### src/rtl/queue_rr_arbiter_if.sv
// queue_rr_arbiter_if
// Bundles the requester-side and queue-side signals of queue_rr_arbiter.
//   req_want  : per-requester intent to transfer
//   req_en    : per-requester transfer strobe (only meaningful while req_rdy is high)
//   req_rdy   : per-requester ready, one-hot or zero
//   req_msg   : flattened messages, requester i at [i*data_width +: data_width]
//   q_enq_en  : enqueue strobe to the downstream queue
//   q_enq_rdy : downstream queue not full
//   q_enq_msg : enqueue message
//   grant_id  : index of the current grantee
// Modports: slave = arbiter side, master = requesters/queue side.
interface queue_rr_arbiter_if #(
    parameter int num_reqs   = 4,
    parameter int data_width = 32
);
    localparam int IDW = (num_reqs > 1) ? $clog2(num_reqs) : 1;

    logic [num_reqs-1:0]            req_want;
    logic [num_reqs-1:0]            req_en;
    logic [num_reqs-1:0]            req_rdy;
    logic [num_reqs*data_width-1:0] req_msg;
    logic                           q_enq_en;
    logic                           q_enq_rdy;
    logic [data_width-1:0]          q_enq_msg;
    logic [IDW-1:0]                 grant_id;

    modport slave (
        input  req_want, req_en, req_msg, q_enq_rdy,
        output req_rdy, q_enq_en, q_enq_msg, grant_id
    );

    modport master (
        output req_want, req_en, req_msg, q_enq_rdy,
        input  req_rdy, q_enq_en, q_enq_msg, grant_id
    );
endinterface

### src/rtl/queue_rr_arbiter.sv
// queue_rr_arbiter
// Round-robin arbiter feeding one downstream queue. A requester that wins
// keeps the grant for up to max_burst consecutive transfers (or until it
// drops req_want), then priority moves to the next index.
// Ports:
//   clk, reset : clock, synchronous active-high reset
//   bus        : queue_rr_arbiter_if.slave (requester handshakes, queue enqueue)
//   xfer_count : [31:0] count of enqueue cycles, only when the macro
//                QUEUE_RR_ARBITER_STATS_EN is defined
module queue_rr_arbiter #(
    parameter int num_reqs   = 4,
    parameter int data_width = 32,
    parameter int max_burst  = 4
) (
    input  logic                   clk,
    input  logic                   reset,
`ifdef QUEUE_RR_ARBITER_STATS_EN
    output logic [31:0]            xfer_count,
`endif
    queue_rr_arbiter_if.slave      bus
);
    localparam int IDW = (num_reqs > 1) ? $clog2(num_reqs) : 1;
    localparam logic [7:0] MB = 8'(max_burst);

    typedef enum logic {IDLE, OWNED} state_t;

    state_t         state_q, state_d;
    logic [IDW-1:0] ptr_q, ptr_d;
    logic [IDW-1:0] owner_q, owner_d;
    logic [7:0]     cnt_q, cnt_d;

    logic           grant_valid;
    logic [IDW-1:0] grant_idx;
    logic [num_reqs-1:0] xfer;
    logic           xfer_any;
    int             idx;

    function automatic logic [IDW-1:0] nxt(input logic [IDW-1:0] i);
        return (int'(i) == num_reqs - 1) ? '0 : i + 1'b1;
    endfunction

    // Grantee selection
    always_comb begin
        grant_valid = 1'b0;
        grant_idx   = '0;
        idx         = 0;
        if (state_q == OWNED) begin
            grant_valid = bus.req_want[owner_q];
            grant_idx   = owner_q;
        end else begin
            // Walk downward so the last hit wins: that is the nearest set bit
            // at or above ptr, modulo num_reqs.
            for (int k = num_reqs - 1; k >= 0; k--) begin
                idx = int'(ptr_q) + k;
                if (idx >= num_reqs) idx = idx - num_reqs;
                if (bus.req_want[idx]) begin
                    grant_valid = 1'b1;
                    grant_idx   = idx[IDW-1:0];
                end
            end
        end
    end

    // Handshake outputs
    always_comb begin
        bus.req_rdy = '0;
        if (grant_valid && bus.q_enq_rdy && !reset)
            bus.req_rdy[grant_idx] = 1'b1;
        xfer          = bus.req_en & bus.req_rdy;
        xfer_any      = |xfer;
        bus.q_enq_en  = xfer_any;
        bus.grant_id  = grant_idx;
        // Only the grantee can be transferring, so mux by grant index.
        bus.q_enq_msg = xfer_any ? bus.req_msg[int'(grant_idx)*data_width +: data_width]
                                 : '0;
    end

    // Next state
    always_comb begin
        state_d = state_q;
        ptr_d   = ptr_q;
        owner_d = owner_q;
        cnt_d   = cnt_q;
        if (reset) begin
            state_d = IDLE;
            ptr_d   = '0;
            owner_d = '0;
            cnt_d   = '0;
        end else if (bus.q_enq_rdy) begin
            case (state_q)
                IDLE: begin
                    if (xfer_any) begin
                        if (max_burst > 1) begin
                            state_d = OWNED;
                            owner_d = grant_idx;
                            cnt_d   = 8'd1;
                        end else begin
                            ptr_d = nxt(grant_idx);
                        end
                    end
                end
                OWNED: begin
                    if (!bus.req_want[owner_q]) begin
                        // Owner walked away: release with a one-cycle bubble.
                        state_d = IDLE;
                        ptr_d   = nxt(owner_q);
                        cnt_d   = '0;
                    end else if (xfer_any) begin
                        cnt_d = cnt_q + 8'd1;
                        if (cnt_q + 8'd1 == MB) begin
                            state_d = IDLE;
                            ptr_d   = nxt(owner_q);
                            cnt_d   = '0;
                        end
                    end
                end
                default: state_d = IDLE;
            endcase
        end
    end

    always_ff @(posedge clk) begin
        state_q <= state_d;
        ptr_q   <= ptr_d;
        owner_q <= owner_d;
        cnt_q   <= cnt_d;
    end

`ifdef QUEUE_RR_ARBITER_STATS_EN
    logic [31:0] xfer_count_q, xfer_count_d;

    always_comb begin
        xfer_count_d = xfer_count_q;
        if (reset)         xfer_count_d = '0;
        else if (xfer_any) xfer_count_d = xfer_count_q + 32'd1;
    end

    always_ff @(posedge clk) xfer_count_q <= xfer_count_d;

    assign xfer_count = xfer_count_q;
`endif
endmodule

### src/flat_wrapper.sv
// flat-port wrapper written by rule: the top's interface ports become plain ports
module queue_rr_arbiter_flat 
#(
    parameter int num_reqs   = 4,
    parameter int data_width = 32,
    parameter int max_burst  = 4
)
  (clk, reset, bus_req_want, bus_req_en, bus_req_msg, bus_q_enq_rdy, bus_req_rdy, bus_q_enq_en, bus_q_enq_msg, bus_grant_id);
  queue_rr_arbiter_if #(.num_reqs(num_reqs), .data_width(data_width)) bus_i ();
  input  logic clk;
  input  logic reset;
  input wire logic [$bits(bus_i.req_want)-1:0] bus_req_want;
  input wire logic [$bits(bus_i.req_en)-1:0] bus_req_en;
  input wire logic [$bits(bus_i.req_msg)-1:0] bus_req_msg;
  input wire logic [$bits(bus_i.q_enq_rdy)-1:0] bus_q_enq_rdy;
  output wire logic [$bits(bus_i.req_rdy)-1:0] bus_req_rdy;
  output wire logic [$bits(bus_i.q_enq_en)-1:0] bus_q_enq_en;
  output wire logic [$bits(bus_i.q_enq_msg)-1:0] bus_q_enq_msg;
  output wire logic [$bits(bus_i.grant_id)-1:0] bus_grant_id;
  assign bus_i.req_want = bus_req_want;
  assign bus_i.req_en = bus_req_en;
  assign bus_i.req_msg = bus_req_msg;
  assign bus_i.q_enq_rdy = bus_q_enq_rdy;
  assign bus_req_rdy = bus_i.req_rdy;
  assign bus_q_enq_en = bus_i.q_enq_en;
  assign bus_q_enq_msg = bus_i.q_enq_msg;
  assign bus_grant_id = bus_i.grant_id;
  queue_rr_arbiter #(.num_reqs(num_reqs), .data_width(data_width), .max_burst(max_burst)) u_core (.clk(clk), .reset(reset), .bus(bus_i));
endmodule
### config.mk
export PLATFORM = sky130hd
export DESIGN_NAME = queue_rr_arbiter_flat
export DESIGN_NICKNAME = d
export VERILOG_FILES = /design/src/rtl/queue_rr_arbiter_if.sv /design/src/rtl/queue_rr_arbiter.sv /design/src/flat_wrapper.sv
export SDC_FILE = /design/constraint.sdc
export NUM_CORES = 1
export LEC_CHECK = 0
export ABC_AREA = 0
export CAP_MARGIN = 20
export CELL_PAD_IN_SITES_DETAIL_PLACEMENT = 0
export CELL_PAD_IN_SITES_GLOBAL_PLACEMENT = 1
export CORE_MARGIN = 4
export CORE_UTILIZATION = 40
export DETAILED_ROUTE_END_ITERATION = 16
export DONT_BUFFER_PORTS = 1
export GPL_TIMING_DRIVEN = 0
export PLACE_DENSITY_LB_ADDON = 0.05
export SLEW_MARGIN = 20
export SYNTH_ARGS = -nofsm -noshare
export SYNTH_HDL_FRONTEND = slang
export SYNTH_SLANG_ARGS = --single-unit
### constraint.sdc
create_clock -name clk -period 7.7 [get_ports clk]
set_input_delay 1.54 -clock clk [delete_from_list [all_inputs] [get_ports clk]]
set_output_delay 1.54 -clock clk [all_outputs]
set_load 0.05 [all_outputs]
# Word level (Yosys, flattened, before mapping)
# Index checks and enable logic that the tools add are counted.
totals:
  input_bits: 139
  latch_bits: 0
  register_bits: 13
  mem_bits_ro: 0
  mem_bits_rw: 0
  mem_count: 0
  word_cells: 91
op_classes:
  addsub: 9
  reduce_logical: 8
  n_bitwise: 2
  div: 0
  shift: 1
  order_cmp: 11
  mux: 51
  eq_ne: 5
  mul: 0
ops:
  columns: ["cell", "count"]
  rows:
  - ["$mux 32", 9]
  - ["$lt 32x4->1 const B", 4]
  - ["$shiftx 128x8->32", 1]
  - ["$ge 32x4->1 const B", 3]
  - ["$sub 32x4->32 const B", 3]
  - ["$mux 8", 4]
  - ["$mux 2", 10]
  - ["$mux 1", 19]
  - ["$pmux 8 s2", 1]
  - ["$bmux 1 s2", 5]
  - ["$add 8x1->8 const B", 1]
  - ["$eq 8x3->1 const B", 1]
  - ["$add 2x2->3 const B", 2]
  - ["$lt 2x3->1 const B", 2]
  - ["$ne 3x3->1 const B", 2]
  - ["$reduce_and 3->1", 2]
  - ["$and 4x4->4", 1]
  - ["$mux 4", 1]
  - ["$reduce_and 4->1", 1]
  - ["$reduce_or 4->1", 1]
  - ["$sub 2x3->4 const B", 1]
  - ["$add 2x1->3 const B", 1]
  - ["$ge 2x3->1 const B", 1]
  - ["$logic_and 1x1->1", 3]
  - ["8 further kinds", 8]

# Depth between registers and ports, before layout
# Gate-level depths: netlist of run 1.
depth:
  ltp_word: 22
  depth_mapped: 9
  ltp_nobuf: 7

# Worst setup path before layout of run 1
# Ideal clock, no wire load.
synth_timing:
  path_kind: "input-to-output"
  from: "input port bus_req_want[2]"
  to: "output port bus_q_enq_msg[22]"
  arrival_time_ns: 3.834
  required_time_ns: 6.160
  path_stages: 7
  slack_ns: 2.326
  path_buffers: 1
  path_cell_list: "nor2b_1 o21ai_1 a32oi_4 o31a_4 and2_1 clkbuf_1 and3_1"
synth_between:
  elab_chain_len: 16
  word_cells_on_any_way: 36
synth_rtl:
  columns: ["element", "line", "rtl"]
  rows:
  - ["from (decl)", "flat_wrapper.sv:12", "input wire logic [$bits(bus_i.req_want)-1:0] bus_req_want;"]
  - ["$bmux 1 s2", "queue_rr_arbiter.sv:56", "if (bus.req_want[idx]) begin"]
  - ["$mux 1 (implied by the code) (2 in series)", "queue_rr_arbiter.sv:56", null]
  - ["$mux 2 (4 in series)", "queue_rr_arbiter.sv:56", null]
  - ["$mux 2", "queue_rr_arbiter.sv:47", "if (state_q == OWNED) begin"]
  - ["$lt 2x3->1 (implied by the code) / $ge 2x1->1 (equally long branches)", "queue_rr_arbiter.sv:68", "bus.req_rdy[grant_idx] = 1'b1;"]
  - ["$logic_and 1x1->1 (implied by the code)", "queue_rr_arbiter.sv:68", null]
  - ["$mux 1 (implied by the code)", "queue_rr_arbiter.sv:68", null]
  - ["$demux 1 s2", null, null]
  - ["$mux 4 *", "queue_rr_arbiter.sv:67", "if (grant_valid && bus.q_enq_rdy && !reset)"]
  - ["$and 4x4->4 *", "queue_rr_arbiter.sv:69", "xfer = bus.req_en & bus.req_rdy;"]
  - ["$reduce_or 4->1 *", "queue_rr_arbiter.sv:70", "xfer_any = |xfer;"]
  - ["net bus_q_enq_en", "flat_wrapper.sv:17", "output wire logic [$bits(bus_i.q_enq_en)-1:0] bus_q_enq_en;"]
  - ["$mux 32 *", "queue_rr_arbiter.sv:74", "bus.q_enq_msg = xfer_any ? bus.req_msg[int'(grant_idx)*data_width +: data_width]"]
  - ["to (decl)", "flat_wrapper.sv:18", "output wire logic [$bits(bus_i.q_enq_msg)-1:0] bus_q_enq_msg;"]
# The timed path passes the listed nets; every way through them passes the cells marked *. The select of a mux whose other input is x is not followed.

# Worst setup path after layout of run 1
layout_timing:
  from: "input port bus_req_want[2]"
  to: "output port bus_q_enq_msg[23]"
# Same word-level chain as after synthesis.

==> run_results.csv, run 1 <==
group,metric,value,unit
global_route,grt_max_degree,11,
floorplan,ioPinCount,178,
yosys,synth_fp_nets,443,
cts,clock-sinks,13,
yosys,synth_async_sr_flop_share,0,
critical_path,r2r-start,"u_core.ptr_q[1]$_SDFFE_PP0P_",
sta,rsz0062_at_grt,"no",
critical_path,critPathCaptureType,"primary output",
worst_hold_path,hold_start,"u_core.cnt_q[7]$_SDFFE_PP0P_",
floorplan,die_w,81.90,um
floorplan,dieArea,6708,um2
cts,tritoncts,"done",
floorplan,start_util,0.4197,
global_route,grt.total_usage,0.1914,
cts,postCtsSetupRepairBufs,0,
placed_design,place.gp.congestion,0.7964,
placed_design,dpl_cell_area,2272,um2
drt,vias,2137,
critical_path,worstSetupStartpoint,"bus_req_want[2]",
cts,cts-resized-gates,0,
yosys,synthFlopType,"dfxtp_1",
drt,wl_per_cell,18.89,um
drt,ant_nets,0,
power,leakagePower,1.027,nW
global_route,grt_pass1_wl,10120,um
critical_path,cp_data_arrival_time,4170,ps
power,vdd_ir_drop_max,0.1068,mV
yosys,ys_types,52,
placed_design,numPortBuffers,0,
critical_path,worstPathMaxFanout,10,
yosys,syn_area,2185,um2
status,status,"finished, final reports clean",
sta,tightest_slew,989.8,ps
sta,finalCritPeriodShare,0.7419,
sta,hold_viol_final,0,
cells_and_area,diodes,0,
critical_path,slowest_stage,"clkbuf_1",
cells_and_area,syn_to_final_growth,6.128,%
yosys,synth_edf_count,0,
placed_design,hpwl,6065,um
sta,min_period,5713,ps
sta,slew_violations,0,
critical_path,required,6160,ps
cts,ctsLongestPathBuffers,2,
cts,clkLatencyLatePin,250,ps
cts,root_buffer,"clkbuf_8",
drt,first_iter_violations,56,
run,drv_cap,0,
global_route,grt_pass1_vias,1966,
sta,final.setup_skew,1.529,ps
drt,drc,0,
critical_path,worst-path-buf-inv,1,
sta,setup_violations,0,
yosys,syn_area_per_cell,7.234,um2
cells_and_area,fillCellCount,566,
yosys,synthCells,302,
worst_hold_path,hold_class,"reg -> reg",
cts,cts_hold_buffers,0,
yosys,ys_seq_elements,13,
critical_path,critPathTopFamily,"simple AND/OR/NAND/NOR gates",
sta,fmax,175.0,MHz
drt,viasPerCell,5.684,
cells_and_area,fin_area,2318,um2
cts,clk_pin_slew,60,ps
global_route,antenna_found_initial,0,
critical_path,slowest_delay,690,ps
sta,maxSlewHeadroom,0.3402,
sta,setup_tns,0,ps
critical_path,cp_cell_sequence,"nor2b_1, o21ai_1, a32oi_4, o31a_4, and2_1, clkbuf_1, and3_1",
critical_path,path_class,"in -> out",
floorplan,row_count,26,
cts,htreeDepth,1,
cts,cts_buffers,3,
critical_path,startpoint_type,"input pin",
drt,drt_first_pass_iters,4,
floorplan,die_h,81.90,um
global_route,gr-total-overflow,0,
drt,totalWireLength,7101,um
power,pwr_density_cell,137.7,nW/um2
cells_and_area,final_nets,448,
floorplan,coreArea,5205,um2
yosys,yosysWarnings,0,
cells_and_area,drive_gt1_frac,0.08497,
yosys,synth-seq-area-share,0.1191,
-- per-layer routing --
metal / global-route usage / share of wire / up-vias
met3: 0.04605 / 0.084 / 7
met2: 0.3651 / 0.53 / 77
met5: 0 / 0 / -
li1: - / - / 1087
met4: 0.03322 / 0.0068 / 0
met1: 0.2148 / 0.38 / 966
-- worst register-to-register path, cell delays in order, from the launching register on --
cell and delay [ps]:
dfxtp_1 460, nand2_2 130, a2111oi_4 430, nor4_1 120
o21ai_2 300, or4b_4 550, a21oi_2 160, mux2_1 320
-- registers in the layout (all words and copies together), names as in the netlist --
register,cells
u_core.state_q,1
u_core.cnt_q,8
u_core.owner_q,2
u_core.ptr_q,2
-- final cells by class --
class,instances,area (um2),area share
multi-input combinational,264,1819,0.7847
sequential,13,260.3,0.1123
tap,70,87.58,0.03778
buffer,19,82.58,0.03562
clock buffer,3,41.29,0.01781
inverter,6,22.52,0.009714
clock inverter,1,5.005,0.002159
-- cells in the mapped netlist (all sizes together), types with 3 or more instances --
master / instances / area, um2
nand2: 79 / 299.0
nand3: 5 / 25.02
nand4: 3 / 33.78
and3: 34 / 212.7
buf: 9 / 45.04
a21oi: 6 / 33.78
a32oi: 3 / 45.05
o21ai: 6 / 33.78
o31a: 3 / 35.04
nor3: 5 / 25.02
mux2i: 67 / 670.6
inv: 4 / 15.01
nor2: 13 / 48.80
clkbuf: 10 / 37.54
nor2b: 8 / 52.55
dfxtp: 13 / 260.3
-- metrics by stage --
stage / util / setup slack, ps / instances / power, mW / hold slack [ps]
2_1_floorplan: - / 2326 / 302 / 0.2343 / 452.0
3_5_place_dp: 0.4365 / 1950 / 372 / 0.2602 / 481.8
6_report: 0.4454 / 1987 / 376 / 0.3193 / 488.2
4_1_cts: 0.4454 / 1969 / 376 / 0.3240 / 489.9
3_3_place_gp: 0.4365 / 1968 / 372 / 0.2602 / 468.9
5_1_grt: 0.4454 / 1749 / 376 / 0.3419 / 532.1
-- placed cells by master, fill, tap and decap left out, drive strengths merged, types with 2 or more instances in the layout --
cell,instances
nor2b,8
buf,9
xnor2,2
a32oi,3
nor3,5
a21oi,6
o21ai,6
clkinv,3
and3,34
nand2b,2
clkbuf,13
and2,2
dfxtp,13
nor2,13
mux2i,67
ha,2
o31a,3
or4,2
nand3,5
nand4,3
nand2,79
inv,4
nor4,2
-- cells by family after synthesis --
logic type                 share of synthesized area
and+or+nand+nor                               0.3717
muxes                                         0.3224
AOI/OAI and AO/OA                             0.1191
buffers and inverters                        0.04811
DFF                                           0.1191
xor gates and xnor gates                    0.008020
adders and majority gates                    0.01145
-- final timing paths --
| check | cells past startpoint | slack [ps] | endpoint |
|---|---|---|---|
| setup / recovery | 7 | 1990 | bus_q_enq_msg[23] |
| hold / removal | 2 | 490 | u_core.cnt_q[7]$_SDFFE_PP0P_ |
| setup reg to reg | 7 | 5110 | u_core.ptr_q[0]$_SDFFE_PP0P_ |
| hold reg to reg | 2 | 490 | u_core.cnt_q[7]$_SDFFE_PP0P_ |
-- report_power, final --
group	total, mW	leakage (nW)	internal (mW)	switching, mW
Sequential	0.0727	0.105	0.0696	0.00311
Combinational	0.184	0.896	0.0604	0.124
Clock	0.0625	0.0255	0.0358	0.0267
Note: power is estimated with default switching activity, not from simulation.
==> run 2: changes to the inputs <==
==> constraint.sdc (replaced) <==
create_clock -name clk -period 5.65 [get_ports clk]
set_input_delay 1.13 -clock clk [delete_from_list [all_inputs] [get_ports clk]]
set_output_delay 1.13 -clock clk [all_outputs]
set_load 0.05 [all_outputs]
==> results of run 2 <==
The final DEF is identical to that of run 1. Status: finished, final reports clean.
Among the figures that moved: setup slack after placement 1950 ps -> 719.9 ps; setup slack after layout 1987 ps -> 757.2 ps; register-to-register setup slack 5110 ps -> 3060 ps; total power 0.3193 mW -> 0.4352 mW; worst IR drop on VDD 0.1068 mV -> 0.1455 mV
==> run 3: changes to the inputs <==
--- a/config.mk
+++ b/config.mk
@@ -9,12 +9,11 @@
 export CAP_MARGIN = 20
 export CELL_PAD_IN_SITES_DETAIL_PLACEMENT = 0
 export CELL_PAD_IN_SITES_GLOBAL_PLACEMENT = 1
-export CORE_MARGIN = 4
 export CORE_UTILIZATION = 40
 export DETAILED_ROUTE_END_ITERATION = 16
 export DONT_BUFFER_PORTS = 1
 export GPL_TIMING_DRIVEN = 0
-export PLACE_DENSITY_LB_ADDON = 0.05
+export PLACE_DENSITY = 0.76
 export SLEW_MARGIN = 20
 export SYNTH_ARGS = -nofsm -noshare
 export SYNTH_HDL_FRONTEND = slang
==> run_results.csv, run 3 (synthesis results as in run 1) <==
group,metric,value,unit
sta,slew_violations,0,
critical_path,required,4520,ps
global_route,grt.total_usage,0.2166,
sta,setup_violations,0,
sta,setup_ws,668.7,ps
floorplan,dieArea,5761,um2
cts,ctsLongestPathBuffers,2,
run,drv_cap,0,
cts,clk_pin_slew,60,ps
sta,maxSlewHeadroom,0.3498,
cts,clock-sinks,13,
placed_design,dpl_cell_area,2272,um2
power,vdd_ir_drop_max,0.1187,mV
drt,vias,2193,
cells_and_area,mostFrequentLayoutCell,"nand2_1",
drt,totalWireLength,6592,um
critical_path,cp_cell_sequence,"nor2b_1, o21ai_1, a32oi_4, o31a_4, and2_1, clkbuf_1, and3_1",
critical_path,worstPathMaxFanout,10,
sta,fmax,200.7,MHz
worst_hold_path,worstHoldPathCells,2,
power,pwr_density_cell,187.6,nW/um2
global_route,gr-total-overflow,0,
floorplan,die_w,75.90,um
cts,postCtsSetupRepairBufs,0,
sta,min_period,4981,ps
global_route,grt_pass1_vias,2079,
sta,tightest_slew,975.3,ps
cts,root_buffer,"clkbuf_8",
critical_path,critPathCaptureType,"primary output",
critical_path,path_class,"in -> out",
floorplan,row_count,26,
power,total_power,0.4346,mW
cts,cts_hold_buffers,0,
critical_path,worstSetupStartpoint,"bus_req_want[2]",
critical_path,worstSetupEndpoint,"bus_q_enq_msg[29]",
critical_path,slowest_delay,700,ps
floorplan,ioPinCount,178,
critical_path,startpoint_type,"input pin",
cells_and_area,top_register,"u_core.cnt_q",
worst_hold_path,hold_class,"reg -> reg",
critical_path,r2r_end,"u_core.ptr_q[0]$_SDFFE_PP0P_",
drt,drt_first_pass_iters,4,
drt,wl_per_cell,17.53,um
cells_and_area,biggestRegsByFlops,"u_core.cnt_q x8, u_core.owner_q x2, u_core.ptr_q x2",
placed_design,dp_slack,692.9,ps
sta,final.setup_skew,2.046,ps
cts,cts_buffers,3,
cts,tritoncts,"done",
cells_and_area,fin_area,2317,um2
cells_and_area,diodes,0,
floorplan,die_h,75.90,um
critical_path,slowest_stage,"clkbuf_1",
drt,drc,0,
sta,finalCritPeriodShare,0.8817,
critical_path,r2r_cells,7,
drt,first_iter_violations,82,
cells_and_area,layout_common_cells,"nand2_1 (78), mux2i_1 (67), and3_1 (34)",
global_route,grt_pass1_wl,10290,um
cts,htreeDepth,1,
critical_path,r2r_slack,3080,ps
sta,setup_tns,0,ps
placed_design,numPortBuffers,0,
sta,hold_viol_final,0,
critical_path,r2r-start,"u_core.ptr_q[1]$_SDFFE_PP0P_",
global_route,grt_max_degree,11,
placed_design,place.gp.congestion,0.8381,
cells_and_area,syn_to_final_growth,6.071,%
critical_path,cp_data_arrival_time,3850,ps
drt,ant_nets,0,
power,leakagePower,1.024,nW
floorplan,coreArea,5172,um2
cts,clkLatencyLatePin,240,ps
status,status,"finished, final reports clean",
cts,cts-resized-gates,0,
cells_and_area,largest_reg_flops,8,
drt,viasPerCell,5.832,
global_route,antenna_found_initial,0,
cells_and_area,drive_gt1_frac,0.08170,
floorplan,start_util,0.4224,
sta,rsz0062_at_grt,"no",
placed_design,hpwl,5409,um
cells_and_area,final_nets,448,
run 3: cell count changes in the layout (fill, tap and decap cells not counted), sizes merged:
cell,delta
clkbuf,+1
clkinv,-1
run 3: how the worst min path moves through the flow:
stage,startpoint,end,slack [ps]
after floorplan,u_core.cnt_q[7]$_SDFFE_PP0P_,u_core.cnt_q[7]$_SDFFE_PP0P_,450
after global placement,u_core.cnt_q[7]$_SDFFE_PP0P_,u_core.cnt_q[7]$_SDFFE_PP0P_,470
after detailed placement,u_core.cnt_q[7]$_SDFFE_PP0P_,u_core.cnt_q[7]$_SDFFE_PP0P_,480
after CTS,u_core.cnt_q[7]$_SDFFE_PP0P_,u_core.cnt_q[7]$_SDFFE_PP0P_,490
after global routing,u_core.cnt_q[7]$_SDFFE_PP0P_,u_core.cnt_q[7]$_SDFFE_PP0P_,510
final,u_core.cnt_q[7]$_SDFFE_PP0P_,u_core.cnt_q[7]$_SDFFE_PP0P_,480
run 3: power by group:
group,switching (mW),total [mW],internal [mW]
sequential,0.00422,0.0991,0.0948
combinational,0.169,0.252,0.0824
clock,0.0342,0.0840,0.0498
run 3: layer usage:
layer  share of wire  track usage  up-vias
li1                -            -     1088
met1            0.41       0.2606     1009
met2            0.51       0.3755       84
met3           0.069      0.05181       12
met4           0.017      0.07308        0
met5               0            0        -
run 3: layout make-up:
class,count,area (um2)
Multi-Input combinational cell,264,1819
Inverter,6,22.52
Tap cell,70,87.58
Fill cell,528,2855
Clock buffer,4,45.04
Sequential cell,13,260.3
Buffer,19,82.58
run 3: critical path: cells and delay by family:
family,cells,cell delay [ps]
buffers and inverters,1,700
AO/OA/AOI/OAI,3,860
AND/OR/NAND/NOR,3,1150
run 3: metrics by stage:
stage	util	cells	hold slack, ps
6_report	0.4480	376	484.6
5_1_grt	0.4480	376	506.4
4_1_cts	0.4480	376	486.1
3_3_place_gp	0.4393	372	467.2
2_1_floorplan	-	302	452.0
3_5_place_dp	0.4393	372	478.0
